[src/rtl/clk_div_pkg.sv]
// clk_div_pkg: shared channel-state type and index-width helper for the clk_div_bank slice.
//   CHAN_DIV_W   width of half-period and counter fields held per channel
//   chan_state_t per-channel register state (current/pending half-period, counter, clock bit)
//   ch_idx_w()   channel-select width, never below 1
package clk_div_pkg;
    localparam int CHAN_DIV_W = 8;
    typedef struct packed {
        logic [CHAN_DIV_W-1:0] cur_div;
        logic [CHAN_DIV_W-1:0] cnt;
        logic [CHAN_DIV_W-1:0] pend_div;
        logic                  pend_vld;
        logic                  clk_q;
    } chan_state_t;
    function automatic int ch_idx_w(input int n);
        return (n > 1) ? $clog2(n) : 1;
    endfunction
endpackage

[src/rtl/clk_div_chan.sv]
// clk_div_chan: one divided-clock channel with programmable half-period and glitch-free reload.
//   clk, rst_n  top-level clock, asynchronous active-low reset
//   wr_i        accepted config transfer aimed at this channel
//   wr_div_i    new half-period carried by the transfer (0 disables)
//   sync_i      restart the channel low with counter cleared
//   div_clk_o   registered divided clock
//   div_tick_o  one-cycle pulse on each div_clk_o rise
//   active_o    current half-period is non-zero
//   pend_o      a config is waiting for its apply point
module clk_div_chan
    import clk_div_pkg::*;
#(
    parameter logic [CHAN_DIV_W-1:0] RESET_DIV = 1
) (
    input  logic                  clk,
    input  logic                  rst_n,
    input  logic                  wr_i,
    input  logic [CHAN_DIV_W-1:0] wr_div_i,
    input  logic                  sync_i,
    output logic                  div_clk_o,
    output logic                  div_tick_o,
    output logic                  active_o,
    output logic                  pend_o
);
    chan_state_t s_q, s_d;
    logic        tick_q, tick_d;
    logic        last, apply;
    assign last  = s_q.cnt == s_q.cur_div - CHAN_DIV_W'(1);
    // Reload only while low-going or idle so the new period never clips a high phase.
    assign apply = s_q.pend_vld && (sync_i || s_q.cur_div == '0 || (s_q.clk_q && last));
    always_comb begin
        s_d = s_q;
        if (apply) begin
            s_d.cur_div  = s_q.pend_div;
            s_d.cnt      = '0;
            s_d.clk_q    = 1'b0;
            s_d.pend_vld = 1'b0;
        end else if (s_q.cur_div == '0) begin
            s_d.cnt   = '0;
            s_d.clk_q = 1'b0;
        end else begin
            s_d.cnt   = last ? '0 : s_q.cnt + CHAN_DIV_W'(1);
            s_d.clk_q = last ? !s_q.clk_q : s_q.clk_q;
        end
        if (sync_i) begin
            s_d.cnt   = '0;
            s_d.clk_q = 1'b0;
        end
        // A same-cycle write lands after any apply, so it stays pending.
        if (wr_i) begin
            s_d.pend_div = wr_div_i;
            s_d.pend_vld = 1'b1;
        end
        tick_d = s_d.clk_q && !s_q.clk_q;
    end
    always_ff @(posedge clk or negedge rst_n) begin
        if (!rst_n) begin
            s_q    <= '{cur_div: RESET_DIV, cnt: '0, pend_div: '0, pend_vld: 1'b0, clk_q: 1'b0};
            tick_q <= 1'b0;
        end else begin
            s_q    <= s_d;
            tick_q <= tick_d;
        end
    end
    assign div_clk_o  = s_q.clk_q;
    assign div_tick_o = tick_q;
    assign active_o   = s_q.cur_div != '0;
    assign pend_o     = s_q.pend_vld;
endmodule

[src/rtl/clk_div_bank.sv]
// clk_div_bank: bank of NUM_CH independent divided clocks with a valid/ready config port and global sync.
//   clk, rst_n            top-level clock, asynchronous active-low reset
//   cfg_valid/cfg_ready   config handshake; ready depends only on cfg_ch and channel state
//   cfg_ch, cfg_div       target channel and new half-period (0 disables)
//   cfg_err               pulse the cycle after a transfer to a nonexistent channel
//   sync                  phase-align every channel
//   div_clk, div_tick     divided clocks and their rising-edge ticks
//   active, busy          per-channel enabled flag, any config pending
// Channel state width is CHAN_DIV_W; DIV_W sizes the port and should match it.
module clk_div_bank
    import clk_div_pkg::*;
#(
    parameter int NUM_CH    = 4,
    parameter int DIV_W     = CHAN_DIV_W,
    parameter int RESET_DIV = 1
) (
    input  logic                        clk,
    input  logic                        rst_n,
    input  logic                        cfg_valid,
    output logic                        cfg_ready,
    input  logic [ch_idx_w(NUM_CH)-1:0] cfg_ch,
    input  logic [DIV_W-1:0]            cfg_div,
    output logic                        cfg_err,
    input  logic                        sync,
    output logic [NUM_CH-1:0]           div_clk,
    output logic [NUM_CH-1:0]           div_tick,
    output logic [NUM_CH-1:0]           active,
    output logic                        busy
);
    localparam int IW  = ch_idx_w(NUM_CH);
    localparam int PAD = 1 << IW;
    logic [NUM_CH-1:0] pend;
    logic [PAD-1:0]    pend_pad;
    logic              xfer, in_rng, err_q, err_d;
    // Unused select codes read as "not pending", so out-of-range requests are always accepted.
    assign pend_pad  = PAD'(pend);
    assign cfg_ready = !pend_pad[cfg_ch];
    assign in_rng    = 32'(cfg_ch) < NUM_CH;
    assign xfer      = cfg_valid && cfg_ready;
    assign err_d     = xfer && !in_rng;
    assign busy      = |pend;
    assign cfg_err   = err_q;
    always_ff @(posedge clk or negedge rst_n) begin
        if (!rst_n) err_q <= 1'b0;
        else        err_q <= err_d;
    end
    for (genvar i = 0; i < NUM_CH; i++) begin : g_ch
        clk_div_chan #(.RESET_DIV(CHAN_DIV_W'(RESET_DIV))) u_chan (
            .clk        (clk),
            .rst_n      (rst_n),
            .wr_i       (xfer && cfg_ch == IW'(i)),
            .wr_div_i   (CHAN_DIV_W'(cfg_div)),
            .sync_i     (sync),
            .div_clk_o  (div_clk[i]),
            .div_tick_o (div_tick[i]),
            .active_o   (active[i]),
            .pend_o     (pend[i])
        );
    end
endmodule
[config.mk]
export PLATFORM = sky130hd
export DESIGN_NAME = clk_div_bank
export DESIGN_NICKNAME = d
export VERILOG_FILES = /design/src/rtl/clk_div_pkg.sv /design/src/rtl/clk_div_chan.sv /design/src/rtl/clk_div_bank.sv
export SDC_FILE = /design/constraint.sdc
export NUM_CORES = 1
export LEC_CHECK = 0
export ABC_AREA = 1
export BUFFER_PORTS_ARGS = -buffer_cell sky130_fd_sc_hd__buf_2
export CAP_MARGIN = 20
export CELL_PAD_IN_SITES_DETAIL_PLACEMENT = 1
export CELL_PAD_IN_SITES_GLOBAL_PLACEMENT = 1
export CORE_UTILIZATION = 40
export CTS_BUF_LIST = sky130_fd_sc_hd__clkbuf_4 sky130_fd_sc_hd__clkbuf_8
export DETAILED_ROUTE_END_ITERATION = 16
export GPL_ROUTABILITY_DRIVEN = 1
export HOLD_SLACK_MARGIN = 0.06
export MAX_ROUTING_LAYER = met4
export PLACE_DENSITY = 0.76
export SETUP_SLACK_MARGIN = 0.4
export SLEW_MARGIN = 10
export SYNTH_ARGS = -nofsm -noshare
export SYNTH_HDL_FRONTEND = slang
export SYNTH_HIERARCHICAL = 1
export SYNTH_SLANG_ARGS = --single-unit
[constraint.sdc]
create_clock -name clk -period 3.2 [get_ports clk]
set_input_delay 0.64 -clock clk [delete_from_list [all_inputs] [get_ports clk]]
set_output_delay 0.64 -clock clk [all_outputs]
set_load 0.01 [all_outputs]
==> flow_metrics.tcl, run 1 <==
set metrics [dict create \
    status "finished, final reports clean" \
    p_int_mw 2.91 \
    utilization_pct 44.5 \
    slew_headroom_pct 61.7 \
    worst-setup-path-type "reg -> reg" \
    cts_resized 0 \
    grtUsageTotal_pct 19.7 \
    finalNonFillerCells 984 \
    setup_viol 0 \
    overflow 0 \
    critPathCaptureType "register" \
    wirelength_um 13900 \
    dp_hpwl_um 10800 \
    totalPowerFinal_mw 5.32 \
    grt_max_degree 68 \
    clkPwrFrac_pct 15.1 \
    period_share_pct 79.6 \
    synth_area_um2 6240 \
    min_period_ns 2.55 \
    finalSetupTns_ns 0 \
    worst_ep_arrival_time_ns 2.80 \
    seqPwrFrac_pct 40.2 \
    synth_fa_ha_area_share_pct 3.21 \
    drive_above_1_share_pct 21.2 \
    power.leakage_nw 3.40 \
    avgSynthCellArea_um2 8.22 \
    ios 29 \
    viasPerCell 4.87 \
    ir_worst_vdd_mv 0.274 \
    wl_per_cell_um 14.1 \
    max_freq_ghz 0.393 \
    cts_buffer_depth 2 \
    cts-root-buf "clkbuf_8" \
    layout_commonest_cell "nand2_1" \
    synth_fp_nets 789 \
    cts_made_buffers 9 \
    synth_warnings 6 \
    critical_path.slowest_cell "dfstp_2" \
    post_cts_buffers 0 \
    synthSimpleGateAreaFrac_pct 31.1 \
    die_y_um 127 \
    rows 45 \
    dr.first_iter.drc_count 176 \
    synth-seq-cells 108 \
    grt_pass1_wl_um 24300 \
    area_growth_syn_to_layout_pct 8.40 \
    critPathRequiredTime_ns 3.45 \
    multi_input_area_um2 2990 \
    hold_violations 0 \
    clkSinkCount 108 \
    tightest_slew_ns 0.574 \
    grt_pass1_vias 5000 \
    synth-xor-area-share_pct 5.05 \
    htree_levels 3 \
    seqCellArea_um2 2710 \
    critPathMaxStageDelay_ns 0.58 \
    p_per_area_nw_per_um2 787 \
    diodes 0 \
    insertion_delay_ns 0.38 \
    critical_path.cell_chain "inv_2 -> ha_1 -> inv_1 -> nand2_1 -> nand2_1 -> nor2_2 -> nand2_2 -> nor2_4 -> nand2_4 -> nor2_8 -> ha_1 -> inv_1 -> o211ai_4 -> nor3_2" \
    drcViolationCount 0 \
    initial_utilization_pct 41.0 \
    drv_cap 0 \
    ant_nets 0 \
    dr.pass1.iters 4 \
    dp_cells 968 \
    die_w_um 127 \
    synth.mux.area_fraction_pct 0 \
    layout_common_cells "213 x nand2_1, 111 x inv_1, 104 x dfrtp_1" \
    crit_path_start_kind "register" \
    antenna_found_initial 0 \
    drv_slew 0 \
    p_sw_share_pct 45.3 \
    via_count 4795 \
    fill_cells 1883 \
    skew_ns 0.00996 \
    gp_congestion 0.822 \
    cts.clk_slew.worst_paths_ns 0.11 \
    core_um2 15200 \
    cp_max_fo 10 \
    rsz0062_at_grt "no" \
    die-area_um2 16100 \
    io_buffers 27 \
    combPwrFrac_pct 44.7 \
    synth_top_family_by_area "simple AND/OR/NAND/NOR gates" \
    p_sw_mw 2.41 \
    postSynthCellCount 759 \
    holdBufCountCts 0 \
    synth_compound_area_share_pct 8.50 \
    ys_types 34 \
    ys_seq_area_share_pct 43.4 \
    cts_tree "built" \
    hold_path_class "in -> async" \
    layout.nets 821 \
]
-- per-layer routing --
layer  GRT usage (%)  wire length, µm  up-vias
li1                -                -     2400
met1            24.1             6280     2341
met2            33.7             7190       36
met3            2.28              206       18
met4            6.86              238        0
met5               -                0        -
-- cells by family after synthesis --
logic type / Yosys count
other: 1
flip-flops: 108
AND/OR/NAND/NOR: 388
buffers and inverters: 136
XOR/XNOR: 36
adder cells (fa/ha/maj): 16
AO/OA/AOI/OAI: 74
-- Yosys cell counts --
cell | number | area share [%]
dfstp_2 | 4 | 1.7
nor2_8 | 3 | 0.96
buf_4 | 1 | 0.12
o21ai_0 | 34 | 2.7
xor2_1 | 22 | 3.1
nand4_2 | 4 | 0.80
and2_2 | 1 | 0.12
nor2_2 | 19 | 1.9
dfrtp_1 | 104 | 42
nor3_2 | 24 | 3.9
conb_1 | 1 | 0.060
a21o_1 | 1 | 0.12
inv_1 | 111 | 6.7
o21ai_1 | 7 | 0.56
a21oi_1 | 1 | 0.080
nor3_1 | 10 | 0.80
nand3_2 | 7 | 1.1
inv_2 | 13 | 0.78
nor2_4 | 3 | 0.54
o21bai_1 | 3 | 0.36
ha_1 | 16 | 3.2
o211ai_4 | 3 | 1.0
nand3_1 | 32 | 2.6
xnor2_1 | 14 | 2.0
nand4_1 | 2 | 0.20
nand2_2 | 11 | 1.1
nand2_1 | 213 | 13
buf_6 | 4 | 0.72
nor2_1 | 53 | 3.2
clkinv_1 | 3 | 0.18
o21ai_4 | 1 | 0.26
nand2_4 | 6 | 1.1
clkbuf_1 | 4 | 0.24
o21ai_2 | 24 | 3.4
-- state kept, by name, indices dropped and copies added (netlist names) --
register,count
g_ch.u_chan/s_q,96
g_ch.u_chan/div_tick_o,4
g_ch.u_chan/div_clk_o,4
g_ch.u_chan/pend_o,4
-- cell type report --
type                    count  area share, %
well taps                 188           3.48
repair buffers             30           2.55
inverters                 127           7.05
flip-flops and latches    108           40.0
clock buffers              10           2.03
multi-input cells         515           44.2
clock inverters             6          0.684
-- critical path: cells and delay by family, from the launching register on --
family	cells	cell delay, ns
AND/OR/NAND/NOR	8	0.72
flip-flops	1	0.58
adder cells (fa/ha/maj)	2	0.48
AO/OA/AOI/OAI	1	0.41
buffers and inverters	3	0.20
-- per-stage QoR --
step	cell area, µm²	hold slack (ns)	setup slack (ns)
3_5_place_dp	6580	0.441	0.653
5_1_grt	6760	0.273	0.464
4_1_cts	6760	0.247	0.632
2_1_floorplan	6240	0.344	0.904
3_3_place_gp	6580	0.443	0.764
6_report	6760	0.241	0.653
-- final timing paths --
kind,cells past startpoint,from,to,slack (ns)
max,14,g_ch[1].u_chan/s_q[18],g_ch[1].u_chan/s_q[17],0.65
min reg2reg,1,g_ch[0].u_chan/div_clk_o,g_ch[0].u_chan/div_tick_o,0.45
max in group asynchronous,2,rst_n,g_ch[2].u_chan/s_q[18],2.17
min in group clk,1,g_ch[0].u_chan/div_clk_o,g_ch[0].u_chan/div_tick_o,0.45
max reg2reg,14,g_ch[1].u_chan/s_q[18],g_ch[1].u_chan/s_q[17],0.65
min,1,rst_n,g_ch[1].u_chan/s_q[13],0.24
-- power groups by stage --
| stage | sequential, mW | clock (mW) | combinational, mW |
|---|---|---|---|
| floorplan | 2.05 | 0 | 1.93 |
| global placement | 2.15 | 0 | 2.28 |
| detailed placement | 2.17 | 0 | 2.40 |
| CTS | 2.15 | 0.850 | 2.43 |
| global route | 2.19 | 0.886 | 2.74 |
| finish | 2.14 | 0.804 | 2.38 |
Note: power is estimated with default switching activity, not from simulation.
==> run 2: changes to the inputs <==
==> constraint.sdc (replaced) <==
create_clock -name clk -period 2.65 [get_ports clk]
set_input_delay 0.53 -clock clk [delete_from_list [all_inputs] [get_ports clk]]
set_output_delay 0.53 -clock clk [all_outputs]
set_load 0.01 [all_outputs]
==> flow_metrics.tcl, run 2 (synthesis gave the netlist of run 1 again) <==
set metrics [dict create \
    finalSetupTns_ns 0 \
    p_sw_mw 3.21 \
    grtUsageTotal_pct 21.0 \
    worst_ep_arrival_time_ns 2.51 \
    reg2reg_to "g_ch[2].u_chan/s_q[12]" \
    finalWorstSetupSlack_ns 0.396 \
    layout_common_cells "205 x nand2_1, 104 x dfrtp_1, 103 x inv_1" \
    rows 45 \
    core_um2 15200 \
    worstReg2RegStart "g_ch[2].u_chan/s_q[18]" \
    layout.nets 850 \
    cts.clk_slew.worst_paths_ns 0.11 \
    drv_cap 0 \
    largest_reg_flops 96 \
    viasPerCell 5.02 \
    die_w_um 127 \
    skew_ns 0.0140 \
    cts_buffer_depth 2 \
    final_cell_area_um2 7450 \
    slew_headroom_pct 52.4 \
    insertion_delay_ns 0.38 \
    gp_congestion 0.810 \
    critPathRequiredTime_ns 2.91 \
    ant_nets 0 \
    crit_end "g_ch[2].u_chan/s_q[12]" \
    regMostFlops "g_ch.u_chan/s_q" \
    combPwrFrac_pct 48.7 \
    hold_path_class "in -> async" \
    cts_made_buffers 9 \
    period_share_pct 85.0 \
    layout_commonest_cell "nand2_1" \
    dr.first_iter.drc_count 201 \
    wl_per_cell_um 15.6 \
    p_per_area_nw_per_um2 962 \
    htree_levels 3 \
    placed_area_um2 6610 \
    grt_max_degree 54 \
    initial_utilization_pct 41.0 \
    diodes 0 \
    fill_cells 1822 \
    area_growth_syn_to_layout_pct 19.5 \
    wirelength_um 15800 \
    min_period_ns 2.25 \
    holdBufCountCts 0 \
    status "finished, final reports clean" \
    critical_path.cell_chain "inv_4 -> ha_4 -> inv_2 -> nand2_1 -> nand2_1 -> nor2_2 -> nand2_2 -> nor2_4 -> nand2_4 -> nor2_8 -> ha_4 -> inv_4 -> o211ai_4 -> buf_6 -> buf_16 -> nor3_2" \
    power.leakage_nw 3.61 \
    overflow 0 \
    critPathCaptureType "register" \
    die-area_um2 16100 \
    ff2ff_setup_slack_ns 0.40 \
    dp_hpwl_um 10900 \
    cts-root-buf "clkbuf_8" \
    p_sw_share_pct 44.8 \
    cp.buffers_inverters 5 \
    fin_hold_ws_ns 0.163 \
    grt_pass1_wl_um 25800 \
    utilization_pct 49.0 \
    dr.pass1.iters 4 \
    clkSinkCount 108 \
    grt_pass1_vias 5336 \
    hold_violations 0 \
    cts_tree "built" \
    reg2reg_depth 16 \
    dp_slack_ns 0.272 \
    via_count 5088 \
    max_freq_ghz 0.444 \
    critPathMaxStageDelay_ns 0.57 \
    ios 29 \
    seqPwrFrac_pct 36.4 \
    drv_slew 0 \
    die_y_um 127 \
    antenna_found_initial 0 \
    ir_worst_vdd_mv 0.347 \
    io_buffers 27 \
    worst-path-stages 16 \
    cp_max_fo 5 \
    setup.worst_path.start "g_ch[2].u_chan/s_q[18]" \
    crit_path_start_kind "register" \
    rsz0062_at_grt "yes" \
    drcViolationCount 0 \
    critical_path.slowest_cell "dfstp_2" \
    setup_viol 0 \
    tightest_slew_ns 0.714 \
    clkPwrFrac_pct 14.9 \
    path_delay_family "simple AND/OR/NAND/NOR gates" \
    drive_above_1_share_pct 27.8 \
    worst-setup-path-type "reg -> reg" \
    p_int_mw 3.96 \
]
==> run 2: changes by cell type in the layout (fill, tap and decap cells not counted), moves of 6 or more <==
cell,before,now
inv_1,111,103
nand2_1,213,205
ha_4,0,8
inv_4,0,6
nor3_4,0,13
ha_1,16,8
nor3_2,24,13
nand2_2,11,18
buf_4,3,18
==> run 2: worst min-delay path by stage <==
stage                             startpoint                         to  slack, ns  cells after the start
global route                           rst_n     g_ch[1].u_chan/s_q[11]       0.21                      1
CTS                                    rst_n     g_ch[1].u_chan/s_q[11]       0.18                      1
global placement    g_ch[1].u_chan/div_clk_o  g_ch[1].u_chan/div_tick_o       0.45                      1
detailed placement  g_ch[1].u_chan/div_clk_o  g_ch[1].u_chan/div_tick_o       0.46                      1
finish                                 rst_n     g_ch[1].u_chan/s_q[10]       0.16                      1
floorplan                              rst_n   g_ch[0].u_chan/div_clk_o       0.23                      0
==> run 2: power by group through the flow <==
stage	logic (mW)	clock network [mW]	registers, mW
6_report	3.49	1.07	2.61
5_1_grt	3.92	1.16	2.68
4_1_cts	3.27	1.10	2.59
3_5_place_dp	2.96	0	2.61
3_3_place_gp	2.77	0	2.59
2_1_floorplan	2.33	0	2.48
==> run 2: layer usage <==
metal	GRT usage, %	part of all wire, %
met1	25.1	43
met3	2.45	2.3
met4	7.00	1.9
met5	-	0
met2	36.7	52
==> run 2: metrics by stage <==
step	instances	total power, mW
finish	1013	7.17
global route	1013	7.75
CTS	1003	6.96
detailed placement	972	5.57
global placement	972	5.36
floorplan	759	4.81
==> run 2: cell type report <==
cell class | instances | area [µm²] | share of cell area [%]
Clock buffer | 11 | 145 | 1.95
Multi-Input combinational cell | 518 | 3320 | 44.6
Timing Repair Buffer | 56 | 490 | 6.58
Tap cell | 188 | 235 | 3.16
Sequential cell | 108 | 2710 | 36.3
Clock inverter | 5 | 60.1 | 0.806
Inverter | 127 | 492 | 6.60
==> run 2: worst register-to-register path, stage by stage, from the launching register on <==
cell,delay (ns)
dfstp_2,0.57
inv_4,0.06
ha_4,0.26
inv_2,0.03
nand2_1,0.06
nand2_1,0.06
nor2_2,0.09
nand2_2,0.07
nor2_4,0.10
nand2_4,0.07
nor2_8,0.09
ha_4,0.15
inv_4,0.05
o211ai_4,0.19
buf_6,0.15
buf_16,0.12
nor3_2,0.05
==> run 2: repair_timing <==
| action | in CTS | in global routing |
|---|---|---|
| resized for setup | 25 | 48 |
| setup buffers | 11 | 8 |
| cloned | 4 | 2 |
| endpoints found under the setup margin | 73 | 62 |
| pin swaps | 8 | 22 |
